===== config.mk =====
export PLATFORM = sky130hd
export DESIGN_NAME = cfg_stream_deserializer
export DESIGN_NICKNAME = d
export VERILOG_FILES = /design/src/rtl/cfg_pkg.sv /design/src/rtl/cfg_word_packer.sv /design/src/rtl/cfg_stream_deserializer.sv
export SDC_FILE = /design/constraint.sdc
export NUM_CORES = 1
export LEC_CHECK = 0
export CORE_MARGIN = 2
export CORE_UTILIZATION = 33
export CTS_CLUSTER_SIZE = 8
export DETAILED_ROUTE_END_ITERATION = 12
export GPL_TIMING_DRIVEN = 0
export MAX_ROUTING_LAYER = met4
export PLACE_DENSITY_LB_ADDON = 0.1
export SYNTH_ARGS = -nofsm -noshare
export SYNTH_HDL_FRONTEND = slang
export SYNTH_SLANG_ARGS = --single-unit

===== constraint.sdc =====
create_clock -name clk -period 3.2 [get_ports clk]
set_clock_uncertainty 0.2 [all_clocks]
set_input_delay 0.64 -clock clk [delete_from_list [all_inputs] [get_ports clk]]
set_output_delay 0.64 -clock clk [all_outputs]
set_load 0.03 [all_outputs]

===== src/rtl/cfg_pkg.sv =====
// Shared definitions for the configuration stream receiver and the bitstream loader.
package cfg_pkg;

  typedef enum logic [1:0] {
    IDLE,
    SHIFT,
    DONE,
    STABLE
  } cfg_state_t;

  // Stream bit k lands at word bit k % WORD_WIDTH; the loader serialises in the same order.
  localparam bit CFG_LSB_FIRST = 1'b1;

  function automatic int cfg_words(input int total, input int width);
    return (total + width - 1) / width;
  endfunction

endpackage


===== src/rtl/cfg_word_packer.sv =====
// Packs CFG_WIDTH-bit lanes into a word and zeroes stream bits past the payload end.
module cfg_word_packer
  import cfg_pkg::*;
#(
  parameter int CFG_WIDTH  = 1,
  parameter int WORD_WIDTH = 16,
  parameter int TOTAL_SIZE = 7055
) (
  input  logic                  clk,
  input  logic                  rst_n,
  input  logic                  capture,
  input  logic                  final_cap,
  input  logic [CFG_WIDTH-1:0]  cfg_i,
  output logic                  word_full,
  output logic [WORD_WIDTH-1:0] word_out
);

  localparam int LANES     = WORD_WIDTH / CFG_WIDTH;
  localparam int LANE_W    = (LANES > 1) ? $clog2(LANES) : 1;
  localparam int TAIL_BITS = TOTAL_SIZE % WORD_WIDTH;

  logic [LANE_W-1:0]     lane_reg;
  logic [WORD_WIDTH-1:0] pack_reg;
  logic [WORD_WIDTH-1:0] word_raw;

  assign word_full = (lane_reg == LANE_W'(LANES - 1));
  assign word_out  = word_raw;

  generate
    for (genvar gi = 0; gi < LANES; gi++) begin : g_lane
      localparam int POS = CFG_LSB_FIRST ? gi : (LANES - 1 - gi);
      logic [CFG_WIDTH-1:0] lane_bits;
      logic [CFG_WIDTH-1:0] lane_mask;

      // Only the final word can hold bits past the payload end.
      for (genvar bj = 0; bj < CFG_WIDTH; bj++) begin : g_bit
        assign lane_mask[bj] = !final_cap || (TAIL_BITS == 0) ||
                               ((gi * CFG_WIDTH + bj) < TAIL_BITS);
      end

      assign lane_bits = (capture && (lane_reg == LANE_W'(gi))) ? cfg_i
                                                                : pack_reg[POS*CFG_WIDTH +: CFG_WIDTH];
      assign word_raw[POS*CFG_WIDTH +: CFG_WIDTH] = lane_bits & lane_mask;
    end
  endgenerate

  always_ff @(posedge clk or negedge rst_n) begin
    if (!rst_n) begin
      pack_reg <= '0;
      lane_reg <= '0;
    end else if (capture) begin
      if (word_full || final_cap) begin
        pack_reg <= '0;
        lane_reg <= '0;
      end else begin
        pack_reg <= word_raw;
        lane_reg <= lane_reg + 1'b1;
      end
    end
  end

endmodule


===== src/rtl/cfg_stream_deserializer.sv =====
// Serial configuration receiver: FSM, bit/word counters and the config memory write port.
module cfg_stream_deserializer
  import cfg_pkg::*;
#(
  parameter int CFG_WIDTH  = 1,
  parameter int WORD_WIDTH = 16,
  parameter int ADDR_WIDTH = 10,
  parameter int TOTAL_SIZE = 7055
) (
  input  logic                  clk,
  input  logic                  rst_n,
  input  logic                  cfg_e,
  input  logic [CFG_WIDTH-1:0]  cfg_i,
  output logic                  wr_en,
  output logic [ADDR_WIDTH-1:0] wr_addr,
  output logic [WORD_WIDTH-1:0] wr_data,
  output logic [31:0]           bit_count,
  output logic                  cfg_done,
  output logic                  cfg_stable,
  output logic                  cfg_err
);

  localparam int NUM_WORDS = cfg_words(TOTAL_SIZE, WORD_WIDTH);

  generate
    if (!(CFG_WIDTH == 1 || CFG_WIDTH == 2 || CFG_WIDTH == 4 ||
          CFG_WIDTH == 8 || CFG_WIDTH == 16)) begin : g_bad_cfg_width
      $fatal(1, "CFG_WIDTH must be 1, 2, 4, 8 or 16");
    end
    if ((WORD_WIDTH % CFG_WIDTH) != 0) begin : g_bad_word_width
      $fatal(1, "WORD_WIDTH must be a multiple of CFG_WIDTH");
    end
    if ((NUM_WORDS - 1) >= (1 << ADDR_WIDTH)) begin : g_bad_addr_width
      $fatal(1, "final word index does not fit in ADDR_WIDTH");
    end
  endgenerate

  cfg_state_t            state_reg, state_next;
  logic [31:0]           bit_count_reg;
  logic [31:0]           count_sum;
  logic [ADDR_WIDTH-1:0] addr_reg;
  logic                  wr_en_reg;
  logic [ADDR_WIDTH-1:0] wr_addr_reg;
  logic [WORD_WIDTH-1:0] wr_data_reg;
  logic                  err_reg;
  logic                  capture;
  logic                  final_cap;
  logic                  word_full;
  logic [WORD_WIDTH-1:0] word_out;
  logic                  done_next;
  logic                  stable_next;

  assign count_sum = bit_count_reg + 32'(CFG_WIDTH);
  assign capture   = cfg_e && ((state_reg == IDLE) || (state_reg == SHIFT));
  assign final_cap = capture && (count_sum >= 32'(TOTAL_SIZE));

  cfg_word_packer #(
    .CFG_WIDTH (CFG_WIDTH),
    .WORD_WIDTH(WORD_WIDTH),
    .TOTAL_SIZE(TOTAL_SIZE)
  ) u_packer (
    .clk      (clk),
    .rst_n    (rst_n),
    .capture  (capture),
    .final_cap(final_cap),
    .cfg_i    (cfg_i),
    .word_full(word_full),
    .word_out (word_out)
  );

  always_comb begin
    state_next  = state_reg;
    done_next   = 1'b0;
    stable_next = 1'b0;
    case (state_reg)
      IDLE: begin
        if (cfg_e) state_next = final_cap ? DONE : SHIFT;
      end
      SHIFT: begin
        if (final_cap) state_next = DONE;
      end
      DONE: begin
        done_next  = 1'b1;
        state_next = STABLE;
      end
      STABLE: begin
        stable_next = 1'b1;
      end
      default: state_next = IDLE;
    endcase
  end

  always_ff @(posedge clk or negedge rst_n) begin
    if (!rst_n) begin
      state_reg     <= IDLE;
      bit_count_reg <= '0;
      addr_reg      <= '0;
      wr_en_reg     <= 1'b0;
      wr_addr_reg   <= '0;
      wr_data_reg   <= '0;
      err_reg       <= 1'b0;
    end else begin
      state_reg <= state_next;
      wr_en_reg <= capture && (word_full || final_cap);
      if (capture) begin
        bit_count_reg <= final_cap ? 32'(TOTAL_SIZE) : count_sum;
        if (word_full || final_cap) begin
          wr_addr_reg <= addr_reg;
          wr_data_reg <= word_out;
          addr_reg    <= addr_reg + 1'b1;
        end
      end
      // Enable after completion is a loader fault; the data is discarded.
      if (cfg_e && ((state_reg == DONE) || (state_reg == STABLE))) err_reg <= 1'b1;
    end
  end

  assign wr_en      = wr_en_reg;
  assign wr_addr    = wr_addr_reg;
  assign wr_data    = wr_data_reg;
  assign bit_count  = bit_count_reg;
  assign cfg_done   = done_next;
  assign cfg_stable = stable_next;
  assign cfg_err    = err_reg;

endmodule

==> results of run 1 <==
[final timing paths]
check	end	slack (ps)	cells past startpoint
worst min-delay path	cfg_err$_DFFE_PN0P_	30	1
worst max-delay path	wr_data[11]$_DFFE_PN0P_	-80	12
max in group asynchronous	bit_count[1]$_DFFE_PN0P_	2110	2
worst min register to register	cfg_err$_DFFE_PN0P_	270	1
min in group clk	cfg_err$_DFFE_PN0P_	270	1
worst max register to register	wr_data[11]$_DFFE_PN0P_	-80	12
[area by class of cell]
class | count | area (µm²) | share of cell area
Multi-Input combinational cell | 324 | 2520 | 0.376
Clock inverter | 2 | 12.5 | 0.00187
Clock buffer | 13 | 250 | 0.0373
Tap cell | 184 | 230 | 0.0344
Buffer | 25 | 189 | 0.0282
Sequential cell | 91 | 2290 | 0.342
Inverter | 31 | 116 | 0.0174
Timing Repair Buffer | 111 | 1090 | 0.163
[cells by family (layout without fill, tap and decap cells)]
kind of cell,Yosys count,count (layout),share of synthesized area
fa+ha+maj,12,12,0.0313
buf+inv,62,182,0.0504
flops,91,91,0.475
compound gates,106,106,0.148
simple gates,150,150,0.171
xor+xnor,12,12,0.0219
mux,44,44,0.102
[per-stage QoR]
stage	power (mW)	instance area (µm²)
after floorplan	3.69	4860
after global placement	4.69	5740
after detailed placement	4.74	5770
after CTS	6.33	6360
after global routing	7.33	6700
final	6.89	6700
[power breakdown]
part	internal, mW	switching, mW	leakage (nW)
Combinational	1.94	2.21	1.60
Sequential	1.47	0.270	1.18
Clock	0.544	0.457	0.126
[what timing repair did]
action,in CTS,in global routing
gates cloned,1,2
gates resized for setup,40,49
pin swaps,4,14
endpoints found under the setup margin,71,70
buffers inserted,23,19
[routing by layer]
metal  routed length [µm]  GRT usage
met2                 6410      0.280
met1                 6530      0.246
met3                  413     0.0262
met4                  231     0.0648
met5                    0          -
[cell usage after synthesis (all sizes together), types with 2 or more instances]
library cell	number	area, µm²
nor2	23	86.3
and4	5	43.8
a2bb2oi	3	26.3
nor3	8	40.0
mux2	40	450
nor4	3	48.8
ha	12	150
nor3b	3	22.5
xor2	11	96.3
mux2i	4	40.0
a31oi	16	100
a311oi	3	26.3
and2	23	144
nand3	21	105
o311a	2	20.0
nand4	20	125
o41ai	2	17.5
a21oi	27	135
inv	31	116
nand2	31	116
o22a	3	26.3
buf	9	42.5
a211oi	3	22.5
and3	8	50.1
o31ai	4	30.0
o22ai	18	113
o32ai	3	26.3
clkbuf	22	82.6
o21ai	9	45.0
dfrtp	91	2280
[critical path: cells and delay by family (launching register included)]
kind | cells | cell delay, ps
AO/OA/AOI/OAI | 5 | 1000
flip-flops | 1 | 440
buffers and inverters | 3 | 510
AND/OR/NAND/NOR | 2 | 520
multiplexers | 1 | 280
adder cells (fa/ha/maj) | 1 | 190
==> results.md, run 1 <==
- The total wirelength of the detailed-routed design is 13,600 µm.
- The flow ran to the end, but the final reports show violations.
- Setup total negative slack on the finished layout was measured at -1670 ps.
- The layout has 1,372 filler cells.
- The layout overhead on the synthesized area is 39.8%.
- The via count of the first global-routing pass is 4,151.
- The first global-routing pass estimated 22,000 µm of wire.
- For this design, the sink count on the clock tree is 91.
- The floorplan row count is 44.
- Detailed placement ended at an HPWL of 8810 µm.
- The data arrival time of the critical path is 3310 ps.
- The Yosys step of the flow raised 0 warnings.
- The smallest setup slack after layout is -77.8 ps.
- The pin slew with the least headroom to its limit is 862 ps.
- The post-synthesis async set-or-reset flop share is 1.00.
- The top flip-flop cell by instance count after synthesis is sky130_fd_sc_hd__dfrtp_1.
- The clock tree from TritonCTS is done.
- The initial antenna violation count is 0.
- Clock latency on the worst-skew pair, taken at its later pin, is 350 ps.
- The number of placed I/O pins is 66.
- The worst path in the final design needs a cycle of 3280 ps, including I/O delays and setup.
- Clock-pin slew was measured on the worst setup and hold paths at 60 ps.
- The final count of hold timing violations was 0.
- At the end of routability-driven placement, the weighted congestion stood at 0.847.
- When the netlist entered floorplanning its net count stood at 493.
- Entering global routing, the biggest net connects 61 pins.
- The flip-flop and latch count after synthesis is 91.
- The CTS H-tree depth is 3.
- In the final design database the tool counted 609 nets.
- For this run, the total global-route usage over all layers was measured as 0.182.
- Static timing analysis puts the maximum clock frequency at 305 MHz.
- Detailed routing inserted a total of 4,134 vias.
- Before CTS, the worst setup slack after placement is -951 ps.
- The count of nets left with antenna violations once routing finished came out at 0.
- The DRC violation count after routing is 0.
- Dividing total power by cell area gives a power density of 1030 nW/µm².
- The post-synthesis cell area is 4790 µm².
- VDD sags by at most 0.000401 V.
- The number of buffers added on ports is 65.
- In this run the worst path has a maximum fanout of 7.
- The deepest clock path buffer count is 2.
- The most critical setup path has its startpoint at bit_count[1]$_DFFE_PN0P_.
- The die is 125 µm tall.
- Buffers inserted during clock tree synthesis total 9.
- The remaining global-route overflow is 0.
- After clock tree synthesis, the flow added hold-fix buffers numbering 0.
- The detailed router's first-iteration violation count is 263.
- The x dimension of the die is 125 µm.
- Counting distinct cell types in the post-synthesis netlist gives 54.
- Dividing the detail-routed wire length by the instance count gives 17.4 µm.
- The highest-delay cell along the critical path is sky130_fd_sc_hd__dfrtp_2.
- The number of pins with negative max-slew slack in the final report was 0.
- The cell leakage power is 2.91 nW.
- The worst hold margin is 34.5 ps.
- The floorplan step defined a core boundary enclosing 14,400 µm².
- The setup violation total in the final timing report is 27.
- The first detailed-routing pass ran for 4 iterations.
- The final antenna diode count is 0.
- STA classifies the critical path endpoint as a register.
- The core occupancy in the finished layout is 0.466.
- In this run, placement finished with an instance count of 727.
- The post-route clock period utilization is 1.02.
- The final reports fail on setup timing.
- The path class of the lowest-slack min-delay path is in -> async.
- The per-cell via count in the routed design is 5.29.
- The launch point of the worst reg-to-reg path is bit_count[1]$_DFFE_PN0P_.
- The count of non-filler cells in the finished layout is 781.
- The floorplan step defined a die boundary enclosing 15,500 µm².
- CTS placed an instance of sky130_fd_sc_hd__clkbuf_16 at the clock tree root.
- The endpoint required time on the critical path is 3230 ps.
- Of the cells placed in the final design, the portion with a size suffix greater than 1 is 0.243.
- The part of the Yosys area used for sequential elements is 0.475.
- The number of flip-flops in the largest register is 32.
- The cell count after synthesis is 477.
- The tool flagged a number of max-cap violations equal to 0.
- Setup repair after global routing could not meet its margin everywhere.
- The start-to-end type of the worst setup path is reg -> reg.
- Traced cell by cell, the critical path runs through ha_4 > and2_4 > o221a_2 > o311a_1 > o22ai_2 > a311oi_2 > nor4_4 > buf_12 > a21oi_4 > buf_6 > clkbuf_16 > mux2_4.
- The leading cell type in the layout, fill and taps excluded is sky130_fd_sc_hd__dfrtp_1.
- The worst setup path is launched from a register.
- The number of enable-type register cells in the synthesized netlist is 0.
- The average cell area after synthesis is 10.0 µm².
- Leaving out fill and tap cells, the most frequent cells in the layout are 80 x sky130_fd_sc_hd__dfrtp_1, 64 x sky130_fd_sc_hd__clkdlybuf4s50_1, 37 x sky130_fd_sc_hd__buf_4, 31 x sky130_fd_sc_hd__inv_1, 29 x sky130_fd_sc_hd__nand2_1.
- The initial utilization of the core area, before any placement, comes to 0.334.
- The largest single stage delay on the critical path is 440 ps.
- The tightest slew margin relative to the limit is 0.422.
No activity file was read; power rests on OpenSTA's default activity.
==> run 2: changes to the inputs <==
--- a/config.mk
+++ b/config.mk
@@ -10,8 +10,8 @@
 export CTS_CLUSTER_SIZE = 8
 export DETAILED_ROUTE_END_ITERATION = 12
 export GPL_TIMING_DRIVEN = 0
-export MAX_ROUTING_LAYER = met4
 export PLACE_DENSITY_LB_ADDON = 0.1
 export SYNTH_ARGS = -nofsm -noshare
 export SYNTH_HDL_FRONTEND = slang
 export SYNTH_SLANG_ARGS = --single-unit
+export TNS_END_PERCENT = 1
==> results.md, run 2 (synthesis gave the netlist of run 1 again) <==
- The run finished, with violations left.
- The checks that failed: setup timing.
- The number of buffers created by CTS is 9.
- The endpoint required time on the critical path is 3240 ps.
- In the final layout, the share of cells above drive strength 1 is 0.201.
- Overall power consumption after layout is estimated at 6.64 mW.
- The launch point of the worst reg-to-reg path is bit_count[1]$_DFFE_PN0P_.
- The smallest setup slack after layout is -185 ps.
- After routing the design area is 6520 µm².
- After detailed routing, the number of remaining DRC violations is 0.
- The number of pins with negative max-slew slack in the final report is 0.
- The x dimension of the die is 125 µm.
- Detailed placement ended at an HPWL of 8660 µm.
- In this run the register-to-register setup slack is -180 ps.
- The cell area after placement is 5760 µm².
- Static timing analysis puts the maximum clock frequency at 295 MHz.
- Dividing the detail-routed via count by the number of cells gives 5.26.
- The count of nets left with antenna violations after detail routing is 0.
- The detailed router used layers up to and including met4.
- The layout overhead on the synthesized area is 36.0%.
- The initial antenna violation count is 0.
- The remaining global-route overflow is 0.
- The cell at the root of the clock tree is sky130_fd_sc_hd__clkbuf_16.
- In this run the tool buffered the top-level ports with 65 buffer cells.
- The endpoint identified for the worst register-to-register timing path is wr_data[7]$_DFFE_PN0P_.
- In the layout the commonest cells are 81 x sky130_fd_sc_hd__dfrtp_1, 64 x sky130_fd_sc_hd__clkdlybuf4s50_1, 31 x sky130_fd_sc_hd__inv_1, 31 x sky130_fd_sc_hd__nand2_1, 25 x sky130_fd_sc_hd__a21oi_1.
- The CTS H-tree depth is 3.
- In this run the worst path has a maximum fanout of 7.
- Detailed routing placed a total of 451 µm of wire on met3.
- The critical path in this run is classified as reg -> reg.
- The number of cells on the worst reg-to-reg path is 16.
- The die footprint is 15,500 µm².
- After detailed routing, the average wire length per cell comes to 17.2 µm.
- The maximum resistive drop on vdd is 0.000552 V.
- The clock tree from TritonCTS is done.
- Summed over all nets, wire length on met2 after detailed routing comes to 6290 µm.
- Setup violations remaining at the end of the flow were counted as 30.
- The max-cap check violation count is 0.
- Setup repair after global routing could not meet its margin everywhere.
- Clock latency on the worst-skew pair, taken at its later pin, is 360 ps.
- The via count of the first global-routing pass is 4,087.
- The final route contains 4,035 vias.
- Clock-pin slew was measured on the worst setup and hold paths at 60 ps.
- In the final design database the tool counted 594 nets.
- The register with the most flip-flops in the layout has 32 of them.
- The final RePlAce weighted congestion is 0.853.
- In this run the tightest slew margin relative to its limit is 0.486.
- The deepest clock path buffer count is 2.
- The number of antenna diodes in the final layout is 0.
- The pin count of the biggest net entering global routing is 61.
- The total wirelength of the detailed-routed design is 13,200 µm.
- In the global route stage, overall resource usage came out at 0.173.
- The path class of the lowest-slack min-delay path is in -> async.
- The detailed router's first-iteration violation count is 236.
- The first global-routing pass estimated 21,500 µm of wire.
- The die span in y is 125 µm.
- For this design the static power due to leakage is 2.85 nW.
- Power spread over the standard cell area amounts to 1020 nW/µm².
- In this run the core area contains 44 standard-cell rows.
- Leaving out fill and tap cells, the most frequent cell in the layout is sky130_fd_sc_hd__dfrtp_1.
- The area of the core is 14,400 µm².
- For this design, the sink count on the clock tree is 91.
- The initial core utilization is 0.334.
- The number of placed I/O pins is 66.
- The final critical delay including setup and external delays is 3380 ps.
- In the final timing run, aggregate negative setup slack is -4540 ps.
- The kind of end point of the critical path is a register.
- The post-route clock period utilization is 1.06.
- The final count of hold timing violations was 0.
- The data arrival time of the critical path is 3420 ps.
- After detailed routing, the wire length on met1 is 6280 µm.
- The type of element launching the critical path is a register.
- For the pin with the worst max-slew slack, the measured transition is 766 ps.
- The pre-antenna-repair detailed-routing pass consisted of 4 iterations.
run 2: cell types whose count changed in the layout (fill, tap and decap cells not counted), sizes merged:
cell | before | now
buf | 56 | 40
clkbuf | 29 | 30
clkinv | 1 | 2
clkinvlp | 1 | 0
bufinv | 0 | 1
run 2: worst max-delay path by stage:
stage,startpoint,endpoint,slack (ps)
final,bit_count[1]$_DFFE_PN0P_,wr_data[7]$_DFFE_PN0P_,-180
after global placement,rst_n,bit_count[1]$_DFFE_PN0P_,-2670
after floorplan,bit_count[8]$_DFFE_PN0P_,wr_addr[0]$_DFFE_PN0P_,-130
after global routing,bit_count[1]$_DFFE_PN0P_,wr_addr[6]$_DFFE_PN0P_,-290
after detailed placement,bit_count[0]$_DFFE_PN0P_,bit_count[3]$_DFFE_PN0P_,-960
after CTS,bit_count[1]$_DFFE_PN0P_,wr_data[11]$_DFFE_PN0P_,-190
run 2: layout make-up:
cell class	instances	area, µm²
Buffer	28	204
Clock buffer	13	280
Clock inverter	3	43.8
Fill cell	1369	7850
Inverter	31	116
Multi-Input combinational cell	324	2450
Sequential cell	91	2290
Tap cell	184	230
Timing Repair Buffer	93	905
run 2: per-stage QoR:
step	std cells	setup WS, ps	utilization	hold slack (ps)
after floorplan	477	-130	-	144
after global placement	726	-2670	0.399	247
after detailed placement	727	-964	0.401	256
after CTS	766	-188	0.448	51.3
after global routing	767	-291	0.453	61.0
final	767	-185	0.453	32.3
run 2: per-layer routing:
layer,up-vias,GRT usage
met5,-,0
met4,0,0.0463
met3,16,0.0460
met2,89,0.271
met1,1988,0.238
li1,1942,-
run 2: where the power goes:
| group | internal, mW | switching (mW) |
|---|---|---|
| Combinational | 1.69 | 2.06 |
| Sequential | 1.46 | 0.283 |
| Clock | 0.691 | 0.457 |
run 2: timing repair:
| item | 4_1_cts | 5_1_grt |
|---|---|---|
| hold buffers | 0 | 0 |
| buffers inserted | 24 | 1 |
| pin swaps | 8 | 18 |
| endpoints found under the setup margin | 71 | 71 |
| resized for setup | 50 | 20 |
| cloned | 2 | 0 |
run 2: worst max-delay path, stage by stage (launching register included):
cell                       delay (ps)
sky130_fd_sc_hd__dfrtp_2          430
sky130_fd_sc_hd__ha_4             170
sky130_fd_sc_hd__buf_8            120
sky130_fd_sc_hd__nand4_1          200
sky130_fd_sc_hd__buf_4            190
sky130_fd_sc_hd__buf_6             90
sky130_fd_sc_hd__buf_6             90
sky130_fd_sc_hd__nand3_2           60
sky130_fd_sc_hd__mux2i_1          160
sky130_fd_sc_hd__a21oi_2           70
sky130_fd_sc_hd__a311oi_2         340
sky130_fd_sc_hd__nor4_4            90
sky130_fd_sc_hd__buf_6            150
sky130_fd_sc_hd__buf_6            120
sky130_fd_sc_hd__a21oi_4          260
sky130_fd_sc_hd__buf_6            190
sky130_fd_sc_hd__mux2_1           320
==> run 3: changes to the inputs <==
--- a/config.mk
+++ b/config.mk
@@ -11,6 +11,8 @@
 export DETAILED_ROUTE_END_ITERATION = 12
 export GPL_TIMING_DRIVEN = 0
 export PLACE_DENSITY_LB_ADDON = 0.1
+export REMOVE_ABC_BUFFERS = 1
+export SKIP_CTS_REPAIR_TIMING = 1
 export SYNTH_ARGS = -nofsm -noshare
 export SYNTH_HDL_FRONTEND = slang
 export SYNTH_SLANG_ARGS = --single-unit
==> results.md, run 3 (synthesis gave the netlist of run 1 again) <==
- In this run the clock root is driven by a sky130_fd_sc_hd__clkbuf_16.
- The via count of the first global-routing pass is 3,774.
- Summed over all nets, wire length on met2 after detailed routing comes to 5750 µm.
- The total power density per cell area is 1010 nW/µm².
- The core region is 14,400 µm².
- The first detailed-routing pass ran for 7 iterations.
- Setup repair after global routing could not meet its margin everywhere.
- At the later pin of the worst-skew pair, clock insertion delay measures 340 ps.
- The die span in y is 125 µm.
- For this block, the initial DRC count from the detailed router was 339.
- In this run the power spent charging and discharging nets is 2.73 mW.
- The first global-routing pass estimated 19,900 µm of wire.
- The setup violation total in the final timing report is 50.
- The count of nets left with antenna violations after detail routing is 0.
- Measured against its own limit, the worst slew margin works out to 0.248.
- The share of total power dissipated in sequential elements is 0.271.
- Clock-pin slew was measured on the worst setup and hold paths at 70 ps.
- The max-cap check violation count is 0.
- The capture point of the worst path is wr_data[3]$_DFFE_PN0P_.
- The cell internal power dissipation is 3.85 mW.
- The final reports fail on setup timing.
- The deepest clock path buffer count is 2.
- Entering global routing, the biggest net connects 69 pins.
- The share of power burned in the clock network is 0.165.
- In the layout the commonest cells are 84 x sky130_fd_sc_hd__dfrtp_1, 64 x sky130_fd_sc_hd__clkdlybuf4s50_1, 31 x sky130_fd_sc_hd__inv_1, 30 x sky130_fd_sc_hd__nand2_1, 30 x sky130_fd_sc_hd__buf_4.
- The cell count after placement is 702.
- The H-tree was split into 3 levels.
- The setup TNS after final layout is -9100 ps.
- The number of pins with negative max-slew slack in the final report came to 0.
- The number of flip-flops in the largest register is 32.
- The wire length per cell after detailed routing is 16.3 µm.
- The floorplan row count is 44.
- The uppermost metal layer occupied by signal nets is met4.
- The endpoint required time on the critical path is 3230 ps.
- The worst register-to-register path ends at wr_data[3]$_DFFE_PN0P_.
- The count of non-filler cells in the finished layout is 754.
- The via count of the routed design is 3,999.
- Setup slack on the critical path of the routed design comes to -279 ps.
- The highest net fanout along the worst path is 8.
- The leading cell type in the layout, fill and taps excluded is sky130_fd_sc_hd__dfrtp_1.
- The number of antenna diodes in the final layout is 0.
- The maximum clock rate is 287 MHz.
- The worst reg-to-reg setup slack is -280 ps.
- For this block, wires on met1 add up to 5870 µm.
- The final critical delay including setup and external delays is 3480 ps.
- The die is 125 µm wide.
- The per-cell via count in the routed design is 5.30.
- In the global route stage, overall resource usage came out at 0.157.
- The number of nets in the final layout is 581.
- TritonCTS created 9 clock buffers.
- In the final layout, the share of cells above drive strength 1 is 0.214.
- For this run, the share of the core covered by cells in the final layout is 0.453.
- The share of total power dissipated in combinational logic is 0.564.
- Relative to the synthesized area, the layout overhead comes to 35.9%.
- The worst register-to-register path begins at bit_count[5]$_DFFE_PN0P_.
- The min-delay analysis places its worst path in the category in -> async.
- The initial antenna violation count was 0.
- For this block, the routed nets add up to 12,300 µm of wire.
- 66 I/O pins were placed.
- The placed wire-length estimate is 7830 µm.
- The post-route clock period utilization is 1.09.
- During placement, the flow inserted port buffers numbering 65.
- The run finished, with violations left.
- The net switching share of the total power is 0.415.
- The final count of hold timing violations came to 0.
- The worst setup path startpoint is bit_count[5]$_DFFE_PN0P_.
- STA classifies the critical path startpoint as a register.
- The remaining global-route overflow is 0.
- The maximum resistive drop on vdd is 0.000585 V.
- The kind of end point of the critical path is a register.
- The number of sinks handled by clock tree synthesis is 91.
- The die footprint is 15,500 µm².
- The number of cells on the worst reg-to-reg path is 13.
- The pin slew with the least headroom to its limit is 1120 ps.
- The total length of routed met3 wires is 427 µm.
- The initial core utilization is 0.334.
- The cell leakage power is 2.84 nW.
- TritonCTS built the clock tree.
- The congestion estimate from routability-driven global placement came to 0.808.
- For the worst setup path, the data arrival time is 3510 ps.
- The start-to-end type of the worst setup path is reg -> reg.
- For this run, design rule violations remaining after detail routing come to 0.
-- run 3: cell count changes in the layout (fill, tap and decap cells not counted), moves of 4 or more --
cell                       change
sky130_fd_sc_hd__clkbuf_8      -4
sky130_fd_sc_hd__clkbuf_1     -13
sky130_fd_sc_hd__buf_4         +9
sky130_fd_sc_hd__buf_6         -4
-- run 3: cell type report --
cell class | count | area [µm²]
tap | 184 | 230
clock inverter | 6 | 63.8
inverter | 31 | 116
fill | 1339 | 7860
multi-input combinational | 324 | 2470
timing repair buffer | 108 | 1100
clock buffer | 10 | 239
sequential | 91 | 2290
-- run 3: power groups by stage --
stage / Clock, mW / Combinational [mW] / Sequential (mW)
global placement: 0 / 2.32 / 1.75
floorplan: 0 / 1.44 / 2.05
detailed placement: 0 / 2.96 / 1.80
global route: 1.18 / 3.98 / 1.84
finish: 1.09 / 3.71 / 1.78
CTS: 1.13 / 2.98 / 1.78
-- run 3: metal layers --
metal / track usage / vias up
met2: 0.240 / 96
met4: 0.0482 / 0
met1: 0.217 / 1967
met3: 0.0404 / 20
met5: 0 / -
li1: - / 1916
-- run 3: stage by stage --
stage / instance area [µm²] / setup slack, ps / hold slack, ps / power (mW)
floorplan: 4670 / -2210 / 144 / 3.49
global placement: 5550 / -4380 / 254 / 4.07
detailed placement: 5710 / -1490 / 256 / 4.76
CTS: 6020 / -1520 / 1.53 / 5.88
global route: 6510 / -327 / 20.1 / 7.00
finish: 6510 / -279 / 2.45 / 6.59
-- run 3: worst max-delay path, stage by stage, from the launching register on --
cell and delay, ps:
sky130_fd_sc_hd__dfrtp_2 440, sky130_fd_sc_hd__nand4_1 210, sky130_fd_sc_hd__buf_6 200, sky130_fd_sc_hd__nor4_4 250
sky130_fd_sc_hd__buf_4 190, sky130_fd_sc_hd__mux2i_1 220, sky130_fd_sc_hd__a21oi_2 80, sky130_fd_sc_hd__a311oi_2 330
sky130_fd_sc_hd__nor4_4 90, sky130_fd_sc_hd__buf_4 170, sky130_fd_sc_hd__buf_12 130, sky130_fd_sc_hd__a21oi_4 280
sky130_fd_sc_hd__clkbuf_16 240, sky130_fd_sc_hd__mux2_4 300
-- run 3: how the worst min path moves through the flow --
stage | startpoint | endpoint | slack, ps | cells past startpoint
5_1_grt | rst_n | bit_count[19]$_DFFE_PN0P_ | 20 | 1
2_1_floorplan | rst_n | addr_reg[0]$_DFFE_PN0P_ | 140 | 0
6_report | rst_n | bit_count[27]$_DFFE_PN0P_ | 2 | 1
3_3_place_gp | cfg_err$_DFFE_PN0P_ | cfg_err$_DFFE_PN0P_ | 250 | 1
3_5_place_dp | cfg_err$_DFFE_PN0P_ | cfg_err$_DFFE_PN0P_ | 260 | 1
4_1_cts | rst_n | bit_count[11]$_DFFE_PN0P_ | 2 | 1
